<file path="src/rtl/alu_sequencer.sv">
// alu_sequencer: drives the Game Boy ALU over M-cycles and merges result/flag bytes
package gate_boy_pkg;
    typedef enum logic [3:0] {
        ALU_ADD = 4'd0,
        ALU_ADC = 4'd1,
        ALU_SUB = 4'd2,
        ALU_SBC = 4'd3,
        ALU_AND = 4'd4,
        ALU_XOR = 4'd5,
        ALU_OR  = 4'd6
    } alu_ops_t;
endpackage

module alu_sequencer
    import gate_boy_pkg::*;
#(
    parameter int DATA_WIDTH = 8,
    parameter int FLAG_WIDTH = 8
) (
    input  logic                    clk,
    input  logic                    rst,
    input  logic                    req_valid,
    output logic                    req_ready,
    input  logic [3:0]              req_op,
    input  logic [2*DATA_WIDTH-1:0] req_a,
    input  logic [2*DATA_WIDTH-1:0] req_b,
    input  logic [FLAG_WIDTH-1:0]   flags_in,
    output alu_ops_t                alu_opcode,
    output logic [DATA_WIDTH-1:0]   alu_a,
    output logic [DATA_WIDTH-1:0]   alu_b,
    output logic                    alu_cin,
    output logic                    alu_en,
    input  logic [DATA_WIDTH-1:0]   alu_result,
    input  logic [FLAG_WIDTH-1:0]   alu_flags,
    output logic                    done,
    output logic [2*DATA_WIDTH-1:0] res_data,
    output logic [FLAG_WIDTH-1:0]   res_flags
);
    typedef enum logic [1:0] {IDLE, LO, HI, FIN} state_t;
    localparam logic [3:0] OP_ADC = 4'd1, OP_SBC = 4'd3, OP_CP = 4'd7;
    localparam logic [3:0] OP_INC = 4'd8, OP_DEC = 4'd9, OP_ADD16 = 4'd10;
    localparam logic [FLAG_WIDTH-1:0] FMASK = 8'hF0;

    state_t                  state_q;
    logic [1:0]              t_q;
    logic                    pend_q;
    logic [3:0]              op_q, op_d;
    logic [2*DATA_WIDTH-1:0] a_q, a_d, b_q, b_d, data8;
    logic [FLAG_WIDTH-1:0]   f_q, f_d, flags8;
    logic [DATA_WIDTH-1:0]   lo_q, b8_d;
    logic                    acc, rsv, incdec, cin_d;
    alu_ops_t                opc_d;

    // Request latch muxing, per-op ALU drive and 8-bit result/flag merge
    always_comb begin
        acc    = req_valid && req_ready;
        op_d   = acc ? req_op : op_q;
        a_d    = acc ? req_a : a_q;
        b_d    = acc ? req_b : b_q;
        f_d    = acc ? flags_in : f_q;
        rsv    = op_q > OP_ADD16;
        incdec = op_q == OP_INC || op_q == OP_DEC;
        opc_d  = op_d <= 4'd6 ? alu_ops_t'(op_d) : (op_d == OP_CP || op_d == OP_DEC) ? ALU_SUB : ALU_ADD;
        b8_d   = (op_d == OP_INC || op_d == OP_DEC) ? 8'd1 : b_d[DATA_WIDTH-1:0];
        cin_d  = (op_d == OP_ADC || op_d == OP_SBC) && f_d[4];
        data8  = rsv ? '0 : {{DATA_WIDTH{1'b0}}, op_q == OP_CP ? a_q[DATA_WIDTH-1:0] : alu_result};
        flags8 = rsv ? f_q & FMASK : incdec ? {alu_flags[7:5], f_q[4], 4'h0} : alu_flags & FMASK;
    end

    // Sequencer FSM with free-running T-state counter and registered outputs
    always_ff @(posedge clk) begin
        if (!rst) begin
            t_q        <= '0;
            state_q    <= IDLE;
            pend_q     <= 1'b0;
            op_q       <= '0;
            a_q        <= '0;
            b_q        <= '0;
            f_q        <= '0;
            lo_q       <= '0;
            req_ready  <= 1'b1;
            done       <= 1'b0;
            alu_en     <= 1'b0;
            alu_cin    <= 1'b0;
            alu_a      <= '0;
            alu_b      <= '0;
            alu_opcode <= ALU_ADD;
            res_data   <= '0;
            res_flags  <= '0;
        end else begin
            t_q    <= t_q + 2'd1;
            op_q   <= op_d;
            a_q    <= a_d;
            b_q    <= b_d;
            f_q    <= f_d;
            pend_q <= pend_q || acc;
            alu_en <= (state_q == LO || state_q == HI) && t_q == 2'd0 && !rsv;
            done   <= 1'b0;
            if (acc)
                req_ready <= 1'b0;
            case (state_q)
                IDLE: if ((pend_q || acc) && t_q == 2'd3) begin
                    state_q    <= LO;
                    pend_q     <= 1'b0;
                    alu_opcode <= opc_d;
                    alu_a      <= a_d[DATA_WIDTH-1:0];
                    alu_b      <= b8_d;
                    alu_cin    <= cin_d;
                end
                LO: if (t_q == 2'd3) begin
                    lo_q <= alu_result;
                    if (op_q == OP_ADD16) begin
                        state_q    <= HI;
                        alu_opcode <= ALU_ADC;
                        alu_a      <= a_q[2*DATA_WIDTH-1:DATA_WIDTH];
                        alu_b      <= b_q[2*DATA_WIDTH-1:DATA_WIDTH];
                        alu_cin    <= alu_flags[4];
                    end else begin
                        state_q   <= FIN;
                        done      <= 1'b1;
                        res_data  <= data8;
                        res_flags <= flags8;
                    end
                end
                HI: if (t_q == 2'd3) begin
                    state_q   <= FIN;
                    done      <= 1'b1;
                    res_data  <= {alu_result, lo_q};
                    res_flags <= {f_q[7], 1'b0, alu_flags[5:4], 4'h0};
                end
                default: begin
                    state_q   <= IDLE;
                    req_ready <= 1'b1;
                end
            endcase
        end
    end
endmodule

</file>
<file path="config.mk">
export PLATFORM = sky130hd
export DESIGN_NAME = alu_sequencer
export DESIGN_NICKNAME = d
export VERILOG_FILES = /design/src/rtl/alu_sequencer.sv
export SDC_FILE = /design/constraint.sdc
export NUM_CORES = 1
export LEC_CHECK = 0
export ABC_CLOCK_PERIOD_IN_PS = 1700
export BUFFER_PORTS_ARGS = -buffer_cell sky130_fd_sc_hd__clkbuf_2
export CORE_MARGIN = 3
export CORE_UTILIZATION = 45
export CTS_BUF_LIST = sky130_fd_sc_hd__clkbuf_8
export CTS_CLUSTER_DIAMETER = 200
export CTS_CLUSTER_SIZE = 10
export DETAILED_ROUTE_END_ITERATION = 6
export PLACE_DENSITY = 0.79
export SYNTH_ARGS = -nofsm -noshare
export SYNTH_HDL_FRONTEND = slang
export SYNTH_SLANG_ARGS = --single-unit
</file>
<file path="constraint.sdc">
create_clock -name clk -period 1.7 [get_ports clk]
set_input_delay 0.085 -clock clk [delete_from_list [all_inputs] [get_ports clk]]
set_output_delay 0.085 -clock clk [all_outputs]
set_load 0.005 [all_outputs]
</file>
After elaboration in Yosys (flattened, before gate mapping)
Cells that the tools add are included.
{"block": "op_classes", "n_addsub": 1, "multipliers": 0, "div_mod_pow": 0, "order_cmp": 2, "n_eq_ne": 17, "shift": 0, "mux": 46, "bitwise": 0, "n_reduce_logical": 22}
{"operator": "$mux 8", "n": 15}
{"operator": "$mux 16", "n": 3}
{"operator": "$pmux 8 s2", "n": 3}
{"operator": "$pmux 16 s2", "n": 1}
{"operator": "$eq 4x4->1 const B", "n": 5}
{"operator": "$mux 4", "n": 5}
{"operator": "$mux 5", "n": 2}
{"operator": "$mux 1", "n": 9}
{"operator": "$eq 4x3->1 const B", "n": 2}
{"operator": "$mux 2", "n": 4}
{"operator": "$pmux 4 s2", "n": 1}
{"operator": "$reduce_and 4->1", "n": 2}
{"operator": "$logic_or 1x1->1", "n": 6}
{"operator": "$ne 2x1->1 const B", "n": 3}
{"operator": "$pmux 2 s3", "n": 1}
{"operator": "$logic_and 1x1->1", "n": 5}
{"operator": "$eq 2x2->1 const B", "n": 2}
{"operator": "$eq 4x1->1 const B", "n": 1}
{"operator": "$eq 4x2->1 const B", "n": 1}
{"operator": "$gt 4x4->1 const B", "n": 1}
{"operator": "$le 4x3->1 const B", "n": 1}
{"operator": "$logic_not 2->1", "n": 2}
{"operator": "$ne 2x2->1 const B", "n": 2}
{"operator": "$pmux 1 s2", "n": 2}
{"operator": "other kinds (7)", "n": 9}
{"block": "word_totals", "regBits": 105, "latchBits": 0, "ram_bits": 0, "rom_bits": 0, "inputBits": 63, "out_inout_bits": 48, "word_cells": 108, "mem_count": 0}

Longest topological paths before layout
{"block": "logic_depth", "ltp_word": 8, "mapped_depth": 8, "ltp_nobuf": 6}

Worst setup path after synthesis
No wires, ideal clock.
{"block": "synth_timing", "path_kind": "register -> register", "from": "reg state_q[0]", "to": "reg res_data[4]", "setup_ns": 0.120, "t_arrival_ns": 1.570, "required_time_ns": 1.580, "setup_slack_ns": 0.010, "path_stages_with_launch": 9, "n_path_buf": 2, "synth_period_minus_slack_ns": 1.690, "path_cell_list": "dfxtp_1 inv_1 ha_1 and2_1 a32o_1 buf_6 buf_6 o21ai_0 nor2_1"}
{"block": "synth_between", "elab_chain_len": 3, "elab_cells_between_ends": 8, "classes_between": "5 x eq/ne; 1 x mux; 2 x reduce/logical"}
{"item": "start: declaration", "line": "44", "rtl": "state_t state_q;"}
{"item": "start signal: assignment", "line": "74", "rtl": "state_q <= IDLE;"}
{"item": "start signal: assignment", "line": "103", "rtl": "state_q <= LO;"}
{"item": "start signal: assignment", "line": "113", "rtl": "state_q <= HI;"}
{"item": "$eq 2x2->1 / $eq 2x1->1 (equally long branches)", "line": "101", "rtl": "case (state_q)"}
{"item": "$ne 2x1->1 (no source line) (tied with other cells)"}
{"item": "$reduce_and 4->1 (no source line)"}
{"item": "end signal: assignment", "line": "121", "rtl": "res_data <= data8;"}
{"item": "end signal: assignment", "line": "128", "rtl": "res_data <= {alu_result, lo_q};"}
{"item": "end: declaration", "line": "36", "rtl": "output logic [2*DATA_WIDTH-1:0] res_data,"}
Parallel ways exist; a longest one is shown, timed or not.
A chain may end at the register's enable or synchronous reset.

Worst setup path after layout
{"block": "layout_timing", "from": "reg state_q[0]", "to": "reg state_q[0]"}
{"block": "layout_between", "elab_chain_len": 3, "elab_cells_between_ends": 8, "classes_between": "5 x eq/ne; 1 x mux; 2 x reduce/logical"}
{"item": "$eq 2x2->1 (tied with other cells)", "line": "101"}
{"item": "$ne 2x1->1 (no source line) / $ne 2x2->1 (equally long branches)"}
{"item": "$reduce_and 3->1 (no source line)"}
Parallel ways exist; a longest one is shown, timed or not.

==> run summary <==
worst skew pair latency: 0.37 ns
Die H: 104 um
grt ovf: 0
largest family of logic cells by synthesized area: compound AO/OA/AOI/OAI gates
Compound-Gate Fraction of Synth Area: 0.211
warnings from Yosys: 0
mux cell area share after synthesis: 0.0689
r2r startpoint: state_q[0]
Post-Syn Instances: 489
Iteration-0 DRC Markers: 257
first-pass GRT wire length: 20,000 um
Antenna Violating Nets Remaining: 0
wire per inst: 16.1 um
Syn Area/Cell: 8.87 um^2
adder-cell share of the synthesized area: 0.0196
Slew HR: 0.595
pin count of the biggest net entering global routing: 42
Nets: 698
reg-to-reg slack, setup: -0.009 ns
clk root buf: clkbuf_8
final worst path period share: 1.01
Worst setup EP type: flip-flop
hold depth: 3
Clock Sinks: 97
starting density of the core: 0.467
worst-path fanout max: 6
vias in the first global route: 4,102
Int Power: 0.00353 W
Yosys reg bits: 97
startpoint types: flip-flop
Pleak: 2.43 nW
initial antenna violation count: 0
Tot Pwr: 0.00492 W
Crit Path Category: reg -> reg
CTS clock-pin slew for the worst setup and hold paths: 0.10 ns
# DRC: 0
Core Region: 9280 um^2
GP Congestion: 0.862
Worst Skew: 0.0128 ns
htree depth: 3
die extent in x: 104 um
status: finished, violations left
switching portion of total power: 0.283
vias per cell: 5.43
Worst VDD drop: 431 uV
Worst Hold Launch: req_a[0]
Synth Area in Simple Gates: 0.187
Filler Cell Count: 765
DP Wirelength: 8160 um
Core Util, Final: 0.618
CP startpoint: state_q[0]
layout cells sized above 1: 0.306
FF-to-FF path depth: 7
diodes inserted: 0
Port Buf Inserts: 98
endpoints failing setup: 1
fin crit period: 1.71 ns
sequential share of the synthesized area: 0.448
Psw: 0.00139 W
Crit path required time: 1.97 ns
Max Cap Viol: 0
row cnt: 35
top post-synthesis cells by area: dfxtp_1, nand2_1, a21oi_1
CTS buffer count: 9
number of synthesized flops with an enable pin: 0
worst setup margin: -0.00864 ns
via count: 4,140
IO Count: 111
max-slew violation count: 0
post-synth cell types: 56
worst min-delay path class: in -> reg
Worst-Margin Slew: 0.603 ns
Gate power share: 0.175
sequential share of power: 0.501
Max Fclk: 585 MHz
Synth area leader: dfxtp_1
synthesized area: 4340 um^2
failing checks: negative setup slack
CTS tree: built
final WL: 12,300 um
RSZ-0062 raised after global routing: true
die area: 10,900 um^2
asr flop ratio synth: 0
Power Density: 857 nW/um^2
Clock Power Share: 0.325
area delta synth->final: 32.3%
Pre-Repair DR Iteration Count: 5
Bufs on Longest Clock Path: 2
post-route cell area: 5740 um^2
WP data arrival: 1.97 ns
top_reg_cell synth: dfxtp_1
final hold violations: 0
top cell type's share of synthesized area: 0.448
dpl cell area: 5020 um^2
Post-Synth XOR/XNOR Area: 0
Total GRT Usage: 0.226
==> flip-flops by register name (all words and copies together) (netlist names), 8 cells and up <==
name and count:
a_q 16, alu_a 8, alu_b 8, b_q 16
lo_q 8, res_data 16
==> power groups by stage <==
stage	logic, W	clock network, W	registers, W
3_5_place_dp	0.000735	0	0.00251
3_3_place_gp	0.000712	0	0.00251
2_1_floorplan	0.000472	0	0.00248
4_1_cts	0.000818	0.00161	0.00246
6_report	0.000859	0.00160	0.00246
5_1_grt	0.000937	0.00169	0.00248
==> cells in the mapped netlist (7+ instances only) <==
cell type	n
nand3_1	19
and2_1	12
nand2_1	96
o21a_1	8
nor2_1	22
o22ai_1	10
inv_1	11
o211ai_1	9
mux2i_1	13
a21oi_1	58
a311oi_1	7
mux2_2	14
dfxtp_1	97
o21ai_0	10
buf_4	8
clkbuf_1	16
buf_2	7
a221oi_2	7
==> timing repair <==
action | CTS | global route
hold buffers | 40 | 0
gates resized for setup | 3 | 24
buffers inserted | 1 | 2
pin swaps | 0 | 2
endpoints found under the hold margin | 48 | 0
endpoints found under the setup margin | 18 | 51
==> layout by cell type (no fill, tap or decap), types with 3 or more instances in the layout <==
master and instances:
a21oi_1 57, a221oi_2 7, a311oi_1 6, and2_1 12
buf_12 5, buf_4 21, buf_6 3, clkbuf_2 98
clkbuf_8 10, conb_1 4, dfxtp_1 93, dfxtp_2 4
dlygate4sd3_1 40, ha_2 4, inv_1 10, inv_6 3
mux2_2 14, mux2i_1 13, nand2_1 94, nand2_2 3
nand2b_1 3, nand3_1 18, nor2_1 22, nor3_1 3
nor4bb_1 3, o211ai_1 9, o21a_1 8, o21ai_0 7
o21ai_1 5, o22ai_1 10
==> layout make-up <==
| class | instances | area [um^2] | area share |
|---|---|---|---|
| multi-input cells | 342 | 2190 | 0.382 |
| well taps | 129 | 161 | 0.0281 |
| flip-flops and latches | 97 | 1950 | 0.339 |
| clock inverters | 6 | 72.6 | 0.0126 |
| clock buffers | 10 | 138 | 0.0240 |
| repair buffers | 167 | 1180 | 0.206 |
| inverters | 12 | 45.0 | 0.00785 |
==> critical path, cell delays in order (launching register included) <==
cell	delay, ns
dfxtp_2	0.36
inv_1	0.07
ha_2	0.20
buf_4	0.16
nor3_2	0.14
a2bb2oi_2	0.23
nand2_1	0.11
o32ai_2	0.33
==> stage by stage <==
step	instances	TNS (ns)	setup slack, ns	hold slack (ns)
6_report	763	-0.00864	-0.00864	0.0145
2_1_floorplan	492	0	0.00997	0.201
3_5_place_dp	704	-0.150	-0.0399	0.319
3_3_place_gp	704	0	0.0677	0.309
5_1_grt	763	-0.219	-0.104	0.00161
4_1_cts	761	-0.193	-0.0486	0.00227
==> logic make-up after synthesis <==
group	count (synthesis)
simple gates	170
compound gates	133
flops	97
buf+inv	53
mux	28
fa+ha+maj	7
other cells	1
==> layer usage <==
layer,part of all wire,vias to the layer above,track usage
li1,-,1993,-
met1,0.42,1949,0.279
met2,0.49,159,0.379
met3,0.057,39,0.0540
met4,0.035,0,0.0902
met5,0,-,0
==> worst paths after layout <==
kind | end
worst max register to register | state_q[0]
worst min register to register | lo_q[2]
worst min-delay path | a_q[0]
worst max-delay path | state_q[0]
Power figures use the tool's default switching activity.
